## config.mk

```make
export PLATFORM = sky130hd
export DESIGN_NAME = cpu_c1_master_flat
export DESIGN_NICKNAME = d
export VERILOG_FILES = /design/src/rtl/cpu_c1_master_pkg.sv /design/src/rtl/cpu_c1_master_if.sv /design/src/rtl/cpu_c1_master_stat_counters.sv /design/src/rtl/cpu_c1_master.sv /design/src/flat_wrapper.sv
export SDC_FILE = /design/constraint.sdc
export NUM_CORES = 1
export LEC_CHECK = 0
export ABC_AREA = 0
export ABC_CLOCK_PERIOD_IN_PS = 3650
export BUFFER_PORTS_ARGS = -buffer_cell sky130_fd_sc_hd__buf_2
export CORE_MARGIN = 1
export CORE_UTILIZATION = 42
export CTS_CLUSTER_SIZE = 10
export DETAILED_ROUTE_END_ITERATION = 6
export GPL_TIMING_DRIVEN = 0
export HOLD_SLACK_MARGIN = 0.08
export PLACE_DENSITY = 0.67
export SLEW_MARGIN = 20
export SYNTH_ARGS = -nofsm -noshare
export SYNTH_HDL_FRONTEND = slang
export SYNTH_SLANG_ARGS = --single-unit
```

## constraint.sdc

```tcl
create_clock -name clk -period 3.65 [get_ports clk]
set_input_delay 0.1825 -clock clk [delete_from_list [all_inputs] [get_ports clk]]
set_output_delay 0.1825 -clock clk [all_outputs]
set_load 0.03 [all_outputs]
```

## src/rtl/cpu_c1_master_pkg.sv

```systemverilog
// c1_pkg: C1 bus command codes, cache geometry and master FSM states.
package c1_pkg;
  localparam int ADDR_W = 19;
  localparam int OFFSET_W = 4;
  localparam int A1_W = 15;
  localparam int D1_W = 16;
  localparam int CACHE_LINE = 16;
  localparam int CACHE_WAY = 2;
  localparam int CACHE_SETS = 32;
  typedef enum logic [2:0] {
    NOP = 3'd0, READ8 = 3'd1, READ16 = 3'd2, READ32 = 3'd3,
    INV_LINE = 3'd4, WRITE8 = 3'd5, WRITE16 = 3'd6, WRITE32 = 3'd7
  } cmd_e;
  // RESPONSE shares its code with WRITE32, so it cannot live in the enum
  localparam logic [2:0] RESPONSE = 3'd7;
  typedef enum logic [2:0] {IDLE, SEND1, SEND2, WAIT, RECV1, RECV2} state_e;
endpackage

```

## src/rtl/cpu_c1_master_if.sv

```systemverilog
// cpu_c1_master_if: request/response port and C1 cache bus of the CPU-side master.
interface cpu_c1_master_if;
  import c1_pkg::*;
  logic              req_valid;
  logic              req_ready;
  logic [2:0]        req_cmd;
  logic [ADDR_W-1:0] req_addr;
  logic [31:0]       req_wdata;
  logic              rsp_valid;
  logic [31:0]       rsp_rdata;
  logic [2:0]        c1_out;
  logic [A1_W-1:0]   a1_out;
  logic [D1_W-1:0]   d1_out;
  logic              bus_oe;
  logic [2:0]        c1_in;
  logic [D1_W-1:0]   d1_in;
  logic              hit_in;
  modport master (
    input  req_valid, req_cmd, req_addr, req_wdata, c1_in, d1_in, hit_in,
    output req_ready, rsp_valid, rsp_rdata, c1_out, a1_out, d1_out, bus_oe
  );
  modport slave (
    output req_valid, req_cmd, req_addr, req_wdata, c1_in, d1_in, hit_in,
    input  req_ready, rsp_valid, rsp_rdata, c1_out, a1_out, d1_out, bus_oe
  );
endinterface

```

## src/rtl/cpu_c1_master_stat_counters.sv

```systemverilog
// stat_counters: wrapping hit/miss counters plus a free-running cycle counter.
module stat_counters #(
  parameter int CNT_W  = 32,
  parameter int TIME_W = 64
) (
  input  logic              clk,
  input  logic              rst_n,
  input  logic              i_hit,
  input  logic              i_miss,
  output logic [CNT_W-1:0]  o_hits,
  output logic [CNT_W-1:0]  o_misses,
  output logic [TIME_W-1:0] o_cycles
);
  logic [CNT_W-1:0]  r_hits, r_misses;
  logic [TIME_W-1:0] r_cycles;
  always_ff @(posedge clk or negedge rst_n)
    if (!rst_n) begin
      r_hits   <= '0;
      r_misses <= '0;
      r_cycles <= '0;
    end else begin
      r_hits   <= r_hits + CNT_W'(i_hit);
      r_misses <= r_misses + CNT_W'(i_miss);
      r_cycles <= r_cycles + TIME_W'(1);
    end
  assign o_hits   = r_hits;
  assign o_misses = r_misses;
  assign o_cycles = r_cycles;
endmodule

```

## src/rtl/cpu_c1_master.sv

```systemverilog
// cpu_c1_master: serialises one load/store at a time onto the two-phase C1 bus
// and returns read data; bus outputs are registered from the next state.
module cpu_c1_master
  import c1_pkg::*;
#(
  parameter int CNT_W  = 32,
  parameter int TIME_W = 64
) (
  input  logic                clk,
  input  logic                reset,
  cpu_c1_master_if.master     bus,
  output logic [CNT_W-1:0]    total_hits,
  output logic [CNT_W-1:0]    total_misses,
  output logic [TIME_W-1:0]   cycle_count
);
  state_e                r_state, w_nxt;
  cmd_e                  r_cmd;
  logic [OFFSET_W-1:0]   r_off;
  logic [15:0]           r_whi;
  logic [31:0]           r_rdata, w_rdata;
  logic                  r_rsp_valid, r_bus_oe;
  logic [2:0]            r_c1;
  logic [A1_W-1:0]       r_a1;
  logic [D1_W-1:0]       r_d1;
  logic                  w_accept, w_rsp_seen, w_done, w_send1, w_send2;
  assign w_accept   = bus.req_valid && r_state == IDLE;
  assign w_rsp_seen = r_state == WAIT && bus.c1_in == RESPONSE;
  assign w_send1    = w_nxt == SEND1;
  assign w_send2    = w_nxt == SEND2;
  // RECV1 is the WAIT cycle that samples RESPONSE; only READ32 needs a second beat
  always_comb begin
    w_nxt  = r_state;
    w_done = 1'b0;
    case (r_state)
      IDLE:  if (w_accept) begin
        if (bus.req_cmd == NOP) w_done = 1'b1;
        else w_nxt = SEND1;
      end
      SEND1: w_nxt = SEND2;
      SEND2: w_nxt = WAIT;
      WAIT:  if (w_rsp_seen) begin
        if (r_cmd == READ32) w_nxt = RECV2;
        else begin
          w_nxt  = IDLE;
          w_done = 1'b1;
        end
      end
      RECV2: begin
        w_nxt  = IDLE;
        w_done = 1'b1;
      end
      default: w_nxt = IDLE;
    endcase
  end
  always_comb begin
    w_rdata = r_rdata;
    if (w_accept) w_rdata = '0;
    if (w_rsp_seen)
      w_rdata = r_cmd == READ8 ? {24'd0, bus.d1_in[7:0]} :
                (r_cmd == READ16 || r_cmd == READ32) ? {16'd0, bus.d1_in} : '0;
    if (r_state == RECV2) w_rdata = {bus.d1_in, r_rdata[15:0]};
  end
  always_ff @(posedge clk or negedge reset)
    if (!reset) begin
      r_state     <= IDLE;
      r_cmd       <= NOP;
      r_off       <= '0;
      r_whi       <= '0;
      r_rdata     <= '0;
      r_rsp_valid <= 1'b0;
      r_bus_oe    <= 1'b0;
      r_c1        <= '0;
      r_a1        <= '0;
      r_d1        <= '0;
    end else begin
      r_state     <= w_nxt;
      r_rsp_valid <= w_done;
      r_rdata     <= w_rdata;
      if (w_accept) begin
        r_cmd <= cmd_e'(bus.req_cmd);
        r_off <= bus.req_addr[OFFSET_W-1:0];
        r_whi <= bus.req_wdata[31:16];
      end
      r_bus_oe <= w_send1 || w_send2;
      r_c1     <= w_send1 ? bus.req_cmd : w_send2 ? r_cmd : NOP;
      r_a1     <= w_send1 ? bus.req_addr[ADDR_W-1:OFFSET_W] :
                  w_send2 ? A1_W'(r_off) : '0;
      r_d1     <= w_send1 ? bus.req_wdata[15:0] : w_send2 ? r_whi : '0;
    end
  assign bus.req_ready = r_state == IDLE;
  assign bus.rsp_valid = r_rsp_valid;
  assign bus.rsp_rdata = r_rdata;
  assign bus.bus_oe    = r_bus_oe;
  assign bus.c1_out    = r_c1;
  assign bus.a1_out    = r_a1;
  assign bus.d1_out    = r_d1;
  stat_counters #(.CNT_W(CNT_W), .TIME_W(TIME_W)) u_stats (
    .clk      (clk),
    .rst_n    (reset),
    .i_hit    (w_rsp_seen && bus.hit_in),
    .i_miss   (w_rsp_seen && !bus.hit_in),
    .o_hits   (total_hits),
    .o_misses (total_misses),
    .o_cycles (cycle_count)
  );
endmodule

```

## src/flat_wrapper.sv

```systemverilog
// flat-port wrapper written by rule: the top's interface ports become plain ports
module cpu_c1_master_flat import c1_pkg::*;
#(
  parameter int CNT_W  = 32,
  parameter int TIME_W = 64
)
  (clk, reset, total_hits, total_misses, cycle_count, bus_req_valid, bus_req_cmd, bus_req_addr, bus_req_wdata, bus_c1_in, bus_d1_in, bus_hit_in, bus_req_ready, bus_rsp_valid, bus_rsp_rdata, bus_c1_out, bus_a1_out, bus_d1_out, bus_bus_oe);
  cpu_c1_master_if bus_i ();
  input  logic clk;
  input  logic reset;
  output logic [CNT_W-1:0] total_hits;
  output logic [CNT_W-1:0] total_misses;
  output logic [TIME_W-1:0] cycle_count;
  input wire logic [$bits(bus_i.req_valid)-1:0] bus_req_valid;
  input wire logic [$bits(bus_i.req_cmd)-1:0] bus_req_cmd;
  input wire logic [$bits(bus_i.req_addr)-1:0] bus_req_addr;
  input wire logic [$bits(bus_i.req_wdata)-1:0] bus_req_wdata;
  input wire logic [$bits(bus_i.c1_in)-1:0] bus_c1_in;
  input wire logic [$bits(bus_i.d1_in)-1:0] bus_d1_in;
  input wire logic [$bits(bus_i.hit_in)-1:0] bus_hit_in;
  output wire logic [$bits(bus_i.req_ready)-1:0] bus_req_ready;
  output wire logic [$bits(bus_i.rsp_valid)-1:0] bus_rsp_valid;
  output wire logic [$bits(bus_i.rsp_rdata)-1:0] bus_rsp_rdata;
  output wire logic [$bits(bus_i.c1_out)-1:0] bus_c1_out;
  output wire logic [$bits(bus_i.a1_out)-1:0] bus_a1_out;
  output wire logic [$bits(bus_i.d1_out)-1:0] bus_d1_out;
  output wire logic [$bits(bus_i.bus_oe)-1:0] bus_bus_oe;
  assign bus_i.req_valid = bus_req_valid;
  assign bus_i.req_cmd = bus_req_cmd;
  assign bus_i.req_addr = bus_req_addr;
  assign bus_i.req_wdata = bus_req_wdata;
  assign bus_i.c1_in = bus_c1_in;
  assign bus_i.d1_in = bus_d1_in;
  assign bus_i.hit_in = bus_hit_in;
  assign bus_req_ready = bus_i.req_ready;
  assign bus_rsp_valid = bus_i.rsp_valid;
  assign bus_rsp_rdata = bus_i.rsp_rdata;
  assign bus_c1_out = bus_i.c1_out;
  assign bus_a1_out = bus_i.a1_out;
  assign bus_d1_out = bus_i.d1_out;
  assign bus_bus_oe = bus_i.bus_oe;
  cpu_c1_master #(.CNT_W(CNT_W), .TIME_W(TIME_W)) u_core (.clk(clk), .reset(reset), .bus(bus_i), .total_hits(total_hits), .total_misses(total_misses), .cycle_count(cycle_count));
endmodule
```

==> results.cfg <==
[detailed_routing]
finalWirelength_um = 24300
remaining_drc_errors = 0
via_per_inst = 5.09
drtPass1Iterations = 5
dr_total_vias = 7558
wl_per_cell_um = 16.4
antenna_left = 0
drt-initial-drc-count = 212

[logic_synthesis]
async_flop_share_pct = 100
synth_area_um2 = 9170
synth-seq-area-share_pct = 60.6
synthCells = 826
yosysMostFrequentCell = dfrtp_1
ys_top_cells_by_count = dfrtp_1, nand2_1, xnor2_1
synth-edff-count = 0
synth_seq_cells = 222
synth_top_area_share_pct = 60.6
synth-main-ff-cell = dfrtp_1
post_synth_main_area_contributors = dfrtp_1, nand2_1, xnor2_1
yosysWarnings = 0
synth_nets = 908
avgSynthCellArea_um2 = 11.1
ys_types = 32
yosys.area.top_type = dfrtp_1

[sta]
min_period_ps = 3080
final_hold_viol_count = 0
finalSetupViolCount = 0
min_period_over_period_pct = 84.4
fmax_mhz = 325
fin_worst_skew_ps = 17.1
fin_setup_tns_ps = 0
rsz0062_at_grt = false
worst_pin_slew_ps = 1100
drv_slew = 0
relSlewSlack_pct = 26.8

[grt]
grt_overflow = 0
antenna_found_initial = 0
grt_max_degree = 98
grt_first_pass_wirelength_um = 38600
grt_usage_pct = 21.7
grt_pass1_vias = 7394

[cells_and_area]
fillers = 1803
drive_above_1_share_pct = 26.8
syn_to_final_growth_pct = 35.4
fin_nets = 1286
final_cell_area_um2 = 12400
multi_input_area_um2 = 3470
antenna_cells = 0
fin_util_pct = 58.5
seqCellArea_um2 = 5560

[cts]
cts_tree = built
cts_made_buffers = 27
clk_latency_ps = 510
cts-root-buf = clkbuf_16
clock-sinks = 222
cts_buffer_depth = 3
clkTransAtPathRegs_ps = 60
htree_num_levels = 1
hold_buffers = 74
post_cts_resized = 0
cts_setup_buffers = 0

[pwr]
leakage_nw = 6.75
p_switching_w = 0.00143
cellPowerDensity_nw_per_um2 = 451
peakVddDrop_v = 0.000356
p_seq_share_pct = 48.4
clock_power_share_pct = 41.1
pwr-share-comb_pct = 10.5
intPower_w = 0.00417
switching_share_pct = 25.5

[floorplanning]
die_x_um = 150
core_area_um2 = 21200
rows = 53
start_util_pct = 43.2
ios = 274
die-area_um2 = 22400
die_y_um = 150

[worst_setup_path]
cp_max_fo = 8
worst_setup_path_end_kind = flop
worst_setup_path_start_kind = flop
critPathRequiredTime_ps = 4040
cp.arrival_ps = 3470
path_class = reg2reg

[job]
max_cap_viol_count = 0

[placement]
port_buffers = 273
hpwl_um = 16300
placed_area_um2 = 11000
routabilityCongestion = 0.813

[status]
outcome = finished clean

[hold_path]
hold_path_class = in2reg
-- layout make-up --
| cell class | count | area share (%) |
|---|---|---|
| Sequential cell | 222 | 44.7 |
| Clock buffer | 34 | 5.73 |
| Multi-Input combinational cell | 564 | 27.9 |
| Inverter | 13 | 0.393 |
| Clock inverter | 2 | 0.111 |
| Tap cell | 275 | 2.77 |
| Buffer | 27 | 0.876 |
| Timing Repair Buffer | 349 | 17.5 |
-- sequential cells by signal (all words and copies together), names as in the netlist --
| signal | cells |
|---|---|
| u_core.r_off | 4 |
| u_core.bus.rsp_rdata | 32 |
| u_core.r_state | 3 |
| u_core.u_stats.o_cycles | 64 |
| u_core.bus.a1_out | 15 |
| u_core.r_cmd | 3 |
| u_core.bus.c1_out | 3 |
| u_core.bus.d1_out | 16 |
| u_core.r_whi | 16 |
| u_core.bus.bus_oe | 1 |
| u_core.u_stats.o_misses | 32 |
| u_core.u_stats.o_hits | 32 |
| u_core.bus.rsp_valid | 1 |
-- logic make-up (layout without fill, tap and decap cells) --
family	count (synthesis)	count (layout)	synth area share, %
xor+xnor	122	122	11.6
simple gates	399	399	21.8
flops	222	222	60.6
buf+inv	40	425	1.72
compound gates	38	38	3.56
fa+ha+maj	5	5	0.682
-- stage by stage --
| stage | instances | power [W] | setup WS (ps) | hold slack, ps |
|---|---|---|---|---|
| after floorplan | 826 | 0.00301 | 1090 | -113 |
| after CTS | 1486 | 0.00566 | 578 | 87.2 |
| after global placement | 1374 | 0.00324 | -1560 | 374 |
| after global routing | 1486 | 0.00583 | 384 | 132 |
| final | 1486 | 0.00560 | 569 | 101 |
| after detailed placement | 1376 | 0.00327 | 588 | 172 |
-- worst max-delay path, cell delays in order (launching register included) --
cell,delay [ps]
dfrtp_1,320
clkbuf_1,250
and4b_1,330
and2_1,150
ha_1,190
ha_1,230
inv_1,80
or4_1,610
nor4_1,510
nand2_1,140
xnor2_1,160
-- routing by layer --
metal  routed length [um]  up-vias  track usage [%]
met5                    0        -                0
met4                  466        0             5.45
met3                 1740       31             4.76
met2                11600      263             35.4
met1                10500     3720             29.2
li1                     -     3544                -
-- final timing paths --
check / from / slack (ps) / cells past startpoint / to
worst max register to register: u_core.r_state[1] / 570 / 10 / u_core.u_stats.o_hits[28]
min in group asynchronous: reset / 200 / 2 / u_core.u_stats.o_hits[19]
worst min-delay path: bus_req_valid / 100 / 4 / u_core.r_cmd[2]
max in group asynchronous: reset / 2550 / 3 / u_core.bus.rsp_rdata[12]
worst min register to register: u_core.u_stats.o_misses[31] / 470 / 1 / u_core.u_stats.o_misses[31]
worst max-delay path: u_core.r_state[1] / 570 / 10 / u_core.u_stats.o_hits[28]
-- power by group through the flow --
stage          Sequential (W)  Combinational [W]  Clock (W)
2_1_floorplan         0.00289           0.000128          0
3_3_place_gp          0.00274           0.000504          0
3_5_place_dp          0.00275           0.000521          0
4_1_cts               0.00270           0.000591    0.00237
5_1_grt               0.00272           0.000636    0.00247
6_report              0.00271           0.000588    0.00230
-- cells in the final DEF (no fill, tap or decap), types with 5 or more instances in the layout --
master,synthesis,routed
nand3_1,58,58
xor2_1,60,60
and2_1,15,15
ha_1,5,5
and3_1,26,26
buf_2,0,272
nand4_1,26,26
and4_1,7,7
dlygate4sd3_1,0,74
a22o_1,36,36
dfrtp_1,222,222
nor4_2,9,10
nor2_1,40,40
clkbuf_1,26,32
nor3_1,18,18
xnor2_1,62,62
or2_2,6,6
nor4_1,15,14
nand2_1,164,164
clkbuf_16,0,27
inv_1,13,13
Note: power is estimated with default switching activity, not from simulation.
